===== src/rtl/tl_pkg.sv =====
// Shared encodings and default timing for the left-turn traffic light controller.
// The state codes are also what the o_logic light decoder and its tests decode.
package tl_pkg;

  // {q2,q1,q0}: q2 selects street B, q1 the left phase, q0 a yellow.
  typedef enum logic [2:0] {
    S0 = 3'b000,  // A green
    S1 = 3'b001,  // A yellow
    S2 = 3'b010,  // A left
    S3 = 3'b011,  // A yellow
    S4 = 3'b100,  // B green
    S5 = 3'b101,  // B yellow
    S6 = 3'b110,  // B left
    S7 = 3'b111   // B yellow
  } tl_state_e;

  localparam int unsigned DEF_CNT_W     = 4;
  localparam int unsigned DEF_YEL_TICKS = 2;
  localparam int unsigned DEF_MIN_GRN   = 2;
  localparam int unsigned DEF_MAX_GRN   = 6;
  localparam int unsigned DEF_MAX_LFT   = 4;

  // The cycle is a plain increment; 111 wraps back to 000.
  function automatic tl_state_e tl_next_phase(input tl_state_e s);
    return tl_state_e'(s + 3'd1);
  endfunction

endpackage


===== src/rtl/tl_dwell_cnt.sv =====
// Saturating dwell counter: counts tick cycles spent in the current phase
// and returns to zero on a tick that ends the phase.
module tl_dwell_cnt
  import tl_pkg::*;
#(
  parameter int unsigned CNT_W = DEF_CNT_W
) (
  input  logic             clk,
  input  logic             reset,
  input  logic             tick,
  input  logic             clr,
  output logic [CNT_W-1:0] cnt
);

  localparam logic [CNT_W-1:0] CNT_MAX = '1;

  // NOTE: sequential state uses non-blocking assignments so every flop samples pre-edge values.
  always_ff @(posedge clk or posedge reset) begin
    if (reset) begin
      cnt <= '0;
    end else if (tick) begin
      if (clr) begin
        cnt <= '0;
      end else if (cnt != CNT_MAX) begin
        cnt <= cnt + 1'b1;
      end
    end
  end

endmodule


===== src/rtl/tl_ns_seq.sv =====
// State register, exit logic and phase_end pulse for the eight-phase
// left-turn traffic light cycle; dwell timing lives in tl_dwell_cnt.
module tl_ns_seq
  import tl_pkg::*;
#(
  parameter int unsigned CNT_W     = DEF_CNT_W,
  parameter int unsigned YEL_TICKS = DEF_YEL_TICKS,
  parameter int unsigned MIN_GRN   = DEF_MIN_GRN,
  parameter int unsigned MAX_GRN   = DEF_MAX_GRN,
  parameter int unsigned MAX_LFT   = DEF_MAX_LFT
) (
  input  logic clk,
  input  logic reset,
  input  logic tick,
  input  logic Ta,
  input  logic Tal,
  input  logic Tb,
  input  logic Tbl,
  output logic q2,
  output logic q1,
  output logic q0,
  output logic phase_end
);

  // Thresholds widened to CNT_W+1 so compares against n never wrap.
  localparam logic [CNT_W:0] YEL_N = (CNT_W + 1)'(YEL_TICKS);
  localparam logic [CNT_W:0] MIN_N = (CNT_W + 1)'(MIN_GRN);
  localparam logic [CNT_W:0] GRN_N = (CNT_W + 1)'(MAX_GRN);
  localparam logic [CNT_W:0] LFT_N = (CNT_W + 1)'(MAX_LFT);

  tl_state_e        state;
  tl_state_e        state_nxt;
  logic [CNT_W-1:0] cnt;
  logic [CNT_W:0]   n;
  logic             exit_now;

  assign n = {1'b0, cnt} + 1'b1;

  tl_dwell_cnt #(
    .CNT_W (CNT_W)
  ) u_dwell (
    .clk   (clk),
    .reset (reset),
    .tick  (tick),
    .clr   (exit_now),
    .cnt   (cnt)
  );

  // NOTE: defaults first so no path through this block leaves a variable unassigned (no latches).
  always_comb begin
    exit_now  = 1'b0;
    state_nxt = state;
    case (state)
      S0:      exit_now = ((n >= MIN_N) && !Ta)  || (n >= GRN_N);
      S4:      exit_now = ((n >= MIN_N) && !Tb)  || (n >= GRN_N);
      S2:      exit_now = ((n >= MIN_N) && !Tal) || (n >= LFT_N);
      S6:      exit_now = ((n >= MIN_N) && !Tbl) || (n >= LFT_N);
      default: exit_now = (n >= YEL_N);
    endcase
    if (tick && exit_now) begin
      state_nxt = tl_next_phase(state);
    end
  end

  always_ff @(posedge clk or posedge reset) begin
    if (reset) begin
      state     <= S0;
      phase_end <= 1'b0;
    end else begin
      state     <= state_nxt;
      phase_end <= tick && exit_now;
    end
  end

  assign {q2, q1, q0} = state;

endmodule


===== config.mk =====
export PLATFORM = sky130hd
export DESIGN_NAME = tl_ns_seq
export DESIGN_NICKNAME = d
export VERILOG_FILES = /design/src/rtl/tl_pkg.sv /design/src/rtl/tl_dwell_cnt.sv /design/src/rtl/tl_ns_seq.sv
export SDC_FILE = /design/constraint.sdc
export NUM_CORES = 1
export LEC_CHECK = 0
export CORE_AREA = 2 2 39 41
export DETAILED_ROUTE_END_ITERATION = 6
export DIE_AREA = 0 0 41 43
export PLACE_DENSITY_LB_ADDON = 0.1
export SLEW_MARGIN = 20
export SYNTH_ARGS = -nofsm -noshare
export SYNTH_HDL_FRONTEND = slang
export SYNTH_SLANG_ARGS = --single-unit

===== constraint.sdc =====
create_clock -name clk -period 5.6 [get_ports clk]
set_input_delay 1.68 -clock clk [delete_from_list [all_inputs] [get_ports clk]]
set_output_delay 1.68 -clock clk [all_outputs]
set_load 0.005 [all_outputs]

# Yosys cells after proc, flatten, opt, wreduce, memory -nomap -nowiden
# Cells that the tools add are included.
[op_classes] add_sub_neg=3 multipliers=0 n_div=0 n_lt_le_gt_ge=3 n_eq_ne=4 shift=0 n_mux=3 bitwise=0 n_reduce_logical=16
[op_table] op="5-bit by 3-bit >= comparator with 1-bit output (second input constant)" n=2
[op_table] op="4-bit 2-to-1 mux" n=2
[op_table] op="3-bit == test (second input constant)" n=2
[op_table] op="4-bit by 1-bit adder with 5-bit output (second input constant)" n=1
[op_table] op="5-bit by 2-bit >= comparator with 1-bit output (second input constant)" n=1
[op_table] op="1-bit logical AND" n=5
[op_table] op="4-bit by 1-bit adder with 4-bit output (second input constant)" n=1
[op_table] op="1-bit logical NOT" n=4
[op_table] op="1-bit logical OR" n=4
[op_table] op="4-bit != test (second input constant)" n=1
[op_table] op="1-bit one-hot mux with 4 select lines" n=1
[op_table] op="3-bit by 1-bit adder with 3-bit output (second input constant)" n=1
[op_table] op="3-bit by 2-bit == test with 1-bit output (second input constant)" n=1
[op_table] op="3-bit logical NOT" n=1
[op_table] op="2-bit AND reduction" n=1
[op_table] op="2-bit nonzero test" n=1
[word_totals] register_bits=8 latch_bits=0 ram_bits=0 mem_bits_ro=0 inputBits=7 out_inout_bits=4 word_cells=32 n_memories=0

# Depth between registers and ports, before layout
# Gate-level depths: netlist of the first run.
[depth] depth_word=7 mapped_depth=7 depth_no_buf=7

# Modules after synthesis
# From an unflattened synthesis of the first run, not the netlist that was laid out.
[unflattened] hier_cells=79 area_unflattened_um2=708.2
[by_module_without_submodules] module="tl_ns_seq" n_inst=1 cells_per_inst=60 area_per_inst_um2=494.2 seq_area_each_um2=100.1
[by_module_without_submodules] module="tl_dwell_cnt" n_inst=1 cells_per_inst=19 area_per_inst_um2=214.0 seq_area_each_um2=100.1

# Worst setup path before layout of the first run
# OpenSTA, ideal clock, no wires.
[synth_path] path_kind="input-to-reg" from="input port Tbl" to="register state[1]" setup_time_ns=0.125 arrival_ns=2.621 required_time_ns=5.475 setup_slack_ns=2.854 stages=4 path_buffers=0 path_cell_list="mux2i_1 > a311o_1 > o21ai_4 > mux2_4"
[synth_between] elab_chain_cells=5
[synth_lines] element="from (decl)" line_no="tl_ns_seq.sv:18" rtl="input logic Tbl,"
[synth_lines] element="1-bit logical NOT" line_no="tl_ns_seq.sv:57" rtl="S6: exit_now = ((n >= MIN_N) && !Tbl) || (n >= LFT_N);"
[synth_lines] element="1-bit logical AND" line_no="tl_ns_seq.sv:57"
[synth_lines] element="1-bit logical OR" line_no="tl_ns_seq.sv:57"
[synth_lines] element="1-bit one-hot mux with 4 select lines" line_no="tl_ns_seq.sv:53" rtl="case (state)"
[synth_lines] element="1-bit logical AND" line_no="tl_ns_seq.sv:60" rtl="if (tick && exit_now) begin"
[synth_lines] element="to (signal assigned)" line_no="tl_ns_seq.sv:70" rtl="state <= state_nxt;"
[synth_lines] element="to (decl)" line_no="tl_ns_seq.sv:31" rtl="tl_state_e state;"
# Every way passes these cells.
# A chain may end at the register's enable or synchronous reset.

# Worst setup path after layout of the first run
# Ends and elaborated chain as after synthesis.

==> results.sh, run 1 <==
export IMPL_rows=14
export IMPL_avgRoutedWirePerCell_um=11.1
export IMPL_crit_chain="clkdlybuf4s50_1 -> mux2i_1 -> a311o_1 -> o21ai_4 -> mux2_4"
export IMPL_r2r_setup_slack_ps=3550
export IMPL_finalMaxSlewViolations=0
export IMPL_seq_area_frac_synth_pct=40.0
export IMPL_fillCellCount=141
export IMPL_first_iter_violations=4
export IMPL_die_area_sq_um=1760
export IMPL_ys_flop_type="dfrtp_1"
export IMPL_fin_area_sq_um=643
export IMPL_instances_no_fill=75
export IMPL_dieWidth_um=41
export IMPL_firstDrtPassIters=3
export IMPL_pin_count=11
export IMPL_period_share_pct=54.1
export IMPL_core_area_sq_um=1380
export IMPL_rsz0062_at_grt="false"
export IMPL_yosysTopAreaCell="dfrtp_1"
export IMPL_cts_hold_buf=0
export IMPL_grt_max_degree=9
export IMPL_antenna_found_initial=0
export IMPL_drc_errors=0
export IMPL_postRouteAntennaNets=0
export IMPL_max_freq_mhz=330
export IMPL_arrival_ps=3160
export IMPL_ys_warnings_count=0
export IMPL_syn_area_sq_um=500
export IMPL_synth_seq_cells=8
export IMPL_cts_tree="done"
export IMPL_postSynthCellCount=46
export IMPL_synth_common_cells="8 x dfrtp_1, 6 x inv_1, 5 x ha_1"
export IMPL_hold_class="flip-flop to flip-flop"
export IMPL_tightest_slew_ps=312
export IMPL_critical_path_required_ps=5730
export IMPL_worst_ir_drop_vdd_v=0.000233
export IMPL_setup_violations=0
export IMPL_grt_pass1_wl_um=1440
export IMPL_dpl_hpwl_um=672
export IMPL_hold_viol=0
export IMPL_ctsResizeCount=0
export IMPL_worst_slack_ps=2570
export IMPL_insertedDiodeCount=0
export IMPL_cts_buffers=3
export IMPL_dpl_cell_area_sq_um=621
export IMPL_r2r_end="state[1]"
export IMPL_clock_sinks=8
export IMPL_synthArstFlopShare_pct=100
export IMPL_grt_usage_pct=12.5
export IMPL_clock_skew_ps=1.92
export IMPL_synth_edf_count=0
export IMPL_status="finished clean"
export IMPL_synth_most_common_cell="dfrtp_1"
export IMPL_leakagePower_uw=0.000314
export IMPL_via_count=358
export IMPL_die_height_um=43
export IMPL_clk_pin_slew_ps=50
export IMPL_drive_gt1_share_pct=13.6
export IMPL_pwr_share_seq_pct=31.0
export IMPL_tns_ps=0
export IMPL_critPathMaxStageDelay_ps=460
export IMPL_placed_cells=72
export IMPL_fin_nets=73
export IMPL_htree_levels=1
export IMPL_syn_nets=58
export IMPL_critPathSlowestCell="clkdlybuf4s50_1"
export IMPL_synthDistinctLibCells=25
export IMPL_maxSlewHeadroom_pct=79.2
export IMPL_grt_pass1_vias=343
export IMPL_worstSetupEndpointType="flip-flop"
export IMPL_cap_violations=0
export IMPL_netlist_top_cells_area="dfrtp_1 40%, ha_1 13%, inv_1 4.5%"
export IMPL_rr_startpoint="u_dwell.cnt[0]"
export IMPL_start_util_pct=36.2
export IMPL_cp_startpoint="Tbl"
export IMPL_clock_root_buffer="clkbuf_4"
export IMPL_powerDensity_nw_per_um2=545
export IMPL_cp_num_cells=5
export IMPL_clkLatencyLatePin_ps=240
export IMPL_crit_family="compound AO/OA/AOI/OAI gates"
export IMPL_avgViaCountPerCell=4.77
export IMPL_syn_area_per_cell_sq_um=10.9
export IMPL_post_cts_setup_buffer_count=0
export IMPL_p_sw_uw=134
export IMPL_endpoint="state[1]"
export IMPL_p_sw_share_pct=38.1
export IMPL_crit_fanout=5
export IMPL_clockBufferDepth=2
export IMPL_timing_worst_setup_path_type="input pin to flip-flop"
export IMPL_grt_remaining_overflow=0
export IMPL_cp_num_buf_inv=1
export IMPL_synth_top_area_share_pct=40.0
export IMPL_preCtsSetupSlack_ps=2310
export IMPL_min_period_ps=3030
export IMPL_clock_power_share_pct=12.0
export IMPL_routabilityCongestion=0.739
export IMPL_r2r_cells=6
export IMPL_syn2layout_area_growth_pct=28.5
export IMPL_numPortBuffers=10
export IMPL_p_comb_share_pct=57.0
export IMPL_routed_wl_um=831
export IMPL_internal_power_uw=217
export IMPL_startpoint_type="input pin"
==> cell families after synthesis <==
kind of cell | after synthesis | synth area share (%)
compound gates | 9 | 15.8
simple gates | 9 | 10.3
flops | 8 | 40.0
buf+inv | 7 | 5.25
fa+ha+maj | 5 | 12.5
xor+xnor | 4 | 7.00
mux | 4 | 9.25
==> stage by stage <==
stage / power [uW] / util [%] / hold slack, ps
after global placement: 314 / 44.8 / 534
after floorplan: 254 / - / 497
after global routing: 385 / 46.5 / 567
after detailed placement: 313 / 44.8 / 530
final: 351 / 46.5 / 536
after CTS: 358 / 46.5 / 542
==> placed cells by master (no fill, tap or decap), types with 2 or more instances in the layout <==
cell,synthesis,final
clkdlybuf4s50_1,0,10
mux2i_1,2,2
ha_1,5,5
dfrtp_1,8,8
nor2b_1,3,3
inv_1,6,6
clkbuf_4,0,3
xnor2_1,2,2
xor2_1,2,2
==> power by group through the flow <==
stage	sequential, uW	clock [uW]	combinational, uW
6_report	109	42.1	200
2_1_floorplan	107	0	148
3_3_place_gp	110	0	205
3_5_place_dp	111	0	202
4_1_cts	110	45.4	203
5_1_grt	115	47.6	222
==> flip-flops by register name, indices dropped and copies added, names as in the netlist <==
| register | flops |
|---|---|
| state | 3 |
| phase_end | 1 |
| u_dwell.cnt | 4 |
==> metal layers <==
layer  wire length, um  share of wire, %  vias to the layer above  track usage (%)
li1                  -                 -                      185                -
met1               412                50                      165             19.3
met2               372                45                        6             14.7
met3                34               4.1                        2             1.57
met4                11               1.3                        0             10.0
met5                 0                 0                        -                0
==> how the worst min path moves through the flow <==
stage | slack, ps | cells after the start | from | to
floorplan | 500 | 1 | u_dwell.cnt[3] | u_dwell.cnt[3]
global placement | 530 | 1 | state[0] | state[0]
detailed placement | 530 | 1 | state[0] | state[0]
CTS | 540 | 1 | state[0] | state[0]
global route | 570 | 1 | state[0] | state[0]
finish | 540 | 1 | state[0] | state[0]
==> cell type report <==
type                    count  area (sq um)  area share [%]
clock buffers               3          22.5            3.50
flip-flops and latches      8           200            31.1
inverters                   7          26.3            4.09
repair buffers             10           100            15.6
multi-input cells          31           274            42.6
well taps                  16          20.0            3.11
Power figures use the tool's default switching activity.
==> inputs of run 2 (changes only) <==
==> constraint.sdc (replaced) <==
create_clock -name clk -period 2.8 [get_ports clk]
set_input_delay 0.84 -clock clk [delete_from_list [all_inputs] [get_ports clk]]
set_output_delay 0.84 -clock clk [all_outputs]
set_load 0.005 [all_outputs]
==> results of run 2 <==
The final DEF is identical to that of run 1. Status: finished clean.
Among the figures that moved: setup slack after placement 2310 ps -> 354 ps; setup slack after layout 2570 ps -> 610 ps; register-to-register setup slack 3550 ps -> 750 ps; total power 351 uW -> 702 uW; worst IR drop on VDD 0.000233 V -> 0.000465 V
==> inputs of run 3 (changes only) <==
==> constraint.sdc (replaced) <==
create_clock -name clk -period 2 [get_ports clk]
set_input_delay 0.6 -clock clk [delete_from_list [all_inputs] [get_ports clk]]
set_output_delay 0.6 -clock clk [all_outputs]
set_load 0.005 [all_outputs]
==> run 3 against run 2 <==
Compared with the run above:
- hold slack improved by 15 ps
- first-iteration DRC count is 100% lower
- die area did not move
- worst setup slack worse by 530 ps
- cell area up 15%
- via count up 9.5%
- register-to-register slack got worse by 670 ps
- sequential cell count unchanged
- clock power up 46%
- utilization up 7.1 points
- largest cell class unchanged
==> results.sh, run 3 (synthesis results as in run 1) <==
export IMPL_final_common_cell="clkdlybuf4s50_1"
export IMPL_cts_hold_buf=0
export IMPL_clockBufferDepth=2
export IMPL_grt_pass1_vias=373
export IMPL_largest_reg_flops=4
export IMPL_clock_root_buffer="clkbuf_4"
export IMPL_r2r_cells=6
export IMPL_layout_common_cells="10 x clkdlybuf4s50_1, 7 x dfrtp_1, 7 x buf_4"
export IMPL_routabilityCongestion=0.733
export IMPL_min_period_ps=1920
export IMPL_arrival_ps=2050
export IMPL_finalPower_uw=1200
export IMPL_avgViaCountPerCell=4.72
export IMPL_postRouteAntennaNets=0
export IMPL_core_area_sq_um=1380
export IMPL_cap_violations=0
export IMPL_finalMaxSlewViolations=0
export IMPL_worst_ir_drop_vdd_v=0.000675
export IMPL_crit_fanout=4
export IMPL_routed_wl_um=991
export IMPL_via_count=392
export IMPL_grt_pass1_wl_um=1570
export IMPL_syn2layout_area_growth_pct=48.3
export IMPL_rsz0062_at_grt="true"
export IMPL_tightest_slew_ps=373
export IMPL_worstHoldPathCells=1
export IMPL_hold_class="flip-flop to flip-flop"
export IMPL_dieWidth_um=41
export IMPL_final_core_util_pct=53.6
export IMPL_rows=14
export IMPL_hold_ws_ps=551
export IMPL_cts_tree="done"
export IMPL_drive_gt1_share_pct=32.8
export IMPL_avgRoutedWirePerCell_um=11.9
export IMPL_numPortBuffers=10
export IMPL_status="finished clean"
export IMPL_grt_max_degree=9
export IMPL_timing_worst_setup_path_type="flip-flop to flip-flop"
export IMPL_whs_endpoint="u_dwell.cnt[3]"
export IMPL_clk_pin_slew_ps=50
export IMPL_clkLatencyLatePin_ps=250
export IMPL_clock_skew_ps=2.09
export IMPL_cts_buffers=3
export IMPL_insertedDiodeCount=0
export IMPL_die_area_sq_um=1760
export IMPL_setup_violations=0
export IMPL_fillCellCount=132
export IMPL_min_delay_start="u_dwell.cnt[3]"
export IMPL_tns_ps=0
export IMPL_clock_sinks=8
export IMPL_r2r_setup_slack_ps=80
export IMPL_powerDensity_nw_per_um2=1610
export IMPL_die_height_um=43
export IMPL_leakagePower_uw=0.000352
export IMPL_pin_count=11
export IMPL_r2r_end="state[1]"
export IMPL_critical_path_required_ps=2140
export IMPL_hold_viol=0
export IMPL_largest_registers="u_dwell.cnt: 4 flops, state: 3 flops, phase_end: 1 flops"
export IMPL_firstDrtPassIters=1
export IMPL_dpl_hpwl_um=768
export IMPL_antenna_found_initial=0
export IMPL_htree_levels=1
export IMPL_period_share_pct=95.8
export IMPL_start_util_pct=36.2
export IMPL_fin_nets=81
export IMPL_maxSlewHeadroom_pct=75.1
export IMPL_worstSetupEndpointType="flip-flop"
export IMPL_grt_usage_pct=13.7
export IMPL_first_iter_violations=0
export IMPL_rr_startpoint="u_dwell.cnt[0]"
export IMPL_grt_remaining_overflow=0
export IMPL_drc_errors=0
export IMPL_max_freq_mhz=522
export IMPL_max_flop_register="u_dwell.cnt"
export IMPL_startpoint_type="flip-flop"
==> run 3: cell count changes in the layout (fill, tap and decap cells not counted), sizes merged <==
cell / delta
buf: +8
==> run 3: metrics by stage <==
| stage | setup slack, ps | std cells | instance area [sq um] |
|---|---|---|---|
| CTS | 3.16 | 82 | 701 |
| global route | -20.9 | 83 | 742 |
| global placement | -121 | 79 | 673 |
| floorplan | 32.8 | 46 | 500 |
| finish | 84.9 | 83 | 742 |
| detailed placement | -138 | 79 | 673 |
==> run 3: how the worst max path moves through the flow <==
stage / from / end / slack [ps] / cells past startpoint
4_1_cts: u_dwell.cnt[0] / u_dwell.cnt[2] / 3 / 7
5_1_grt: u_dwell.cnt[1] / state[2] / -20 / 8
3_5_place_dp: Tbl / u_dwell.cnt[0] / -140 / 6
6_report: u_dwell.cnt[0] / state[1] / 80 / 6
3_3_place_gp: Tbl / state[1] / -120 / 5
2_1_floorplan: u_dwell.cnt[0] / state[1] / 30 / 6
==> run 3: timing repair <==
item	CTS	global route
gates resized for setup	1	7
buffers inserted	0	1
setup endpoints to repair	2	5
pin swaps	0	4
==> run 3: cell type report <==
class | count | area [sq um] | share of cell area, %
Tap cell | 16 | 20.0 | 2.70
Inverter | 7 | 26.3 | 3.54
Sequential cell | 8 | 201 | 27.2
Clock buffer | 3 | 22.5 | 3.04
Multi-Input combinational cell | 31 | 308 | 41.5
Timing Repair Buffer | 18 | 164 | 22.1
==> run 3: layer usage <==
| metal | track usage (%) | part of all wire [%] | vias up |
|---|---|---|---|
| met3 | 1.57 | 3.2 | 2 |
| met1 | 19.7 | 50 | 179 |
| met5 | 0 | 0 | - |
| li1 | - | - | 205 |
| met2 | 18.1 | 46 | 6 |
| met4 | 10.0 | 0.40 | 0 |
==> run 3: where the power goes <==
group | leakage, uW | internal, uW | switching (uW)
clock network | 0.0000138 | 68.6 | 54.5
logic | 0.000238 | 442 | 331
registers | 0.000100 | 232 | 66.9
==> run 3: worst max-delay path, stage by stage, from the launching register on <==
cell and delay [ps]:
dfrtp_2 450, ha_4 270, inv_2 30, o31a_1 260
a311o_1 330, o21ai_4 160, mux2_4 310
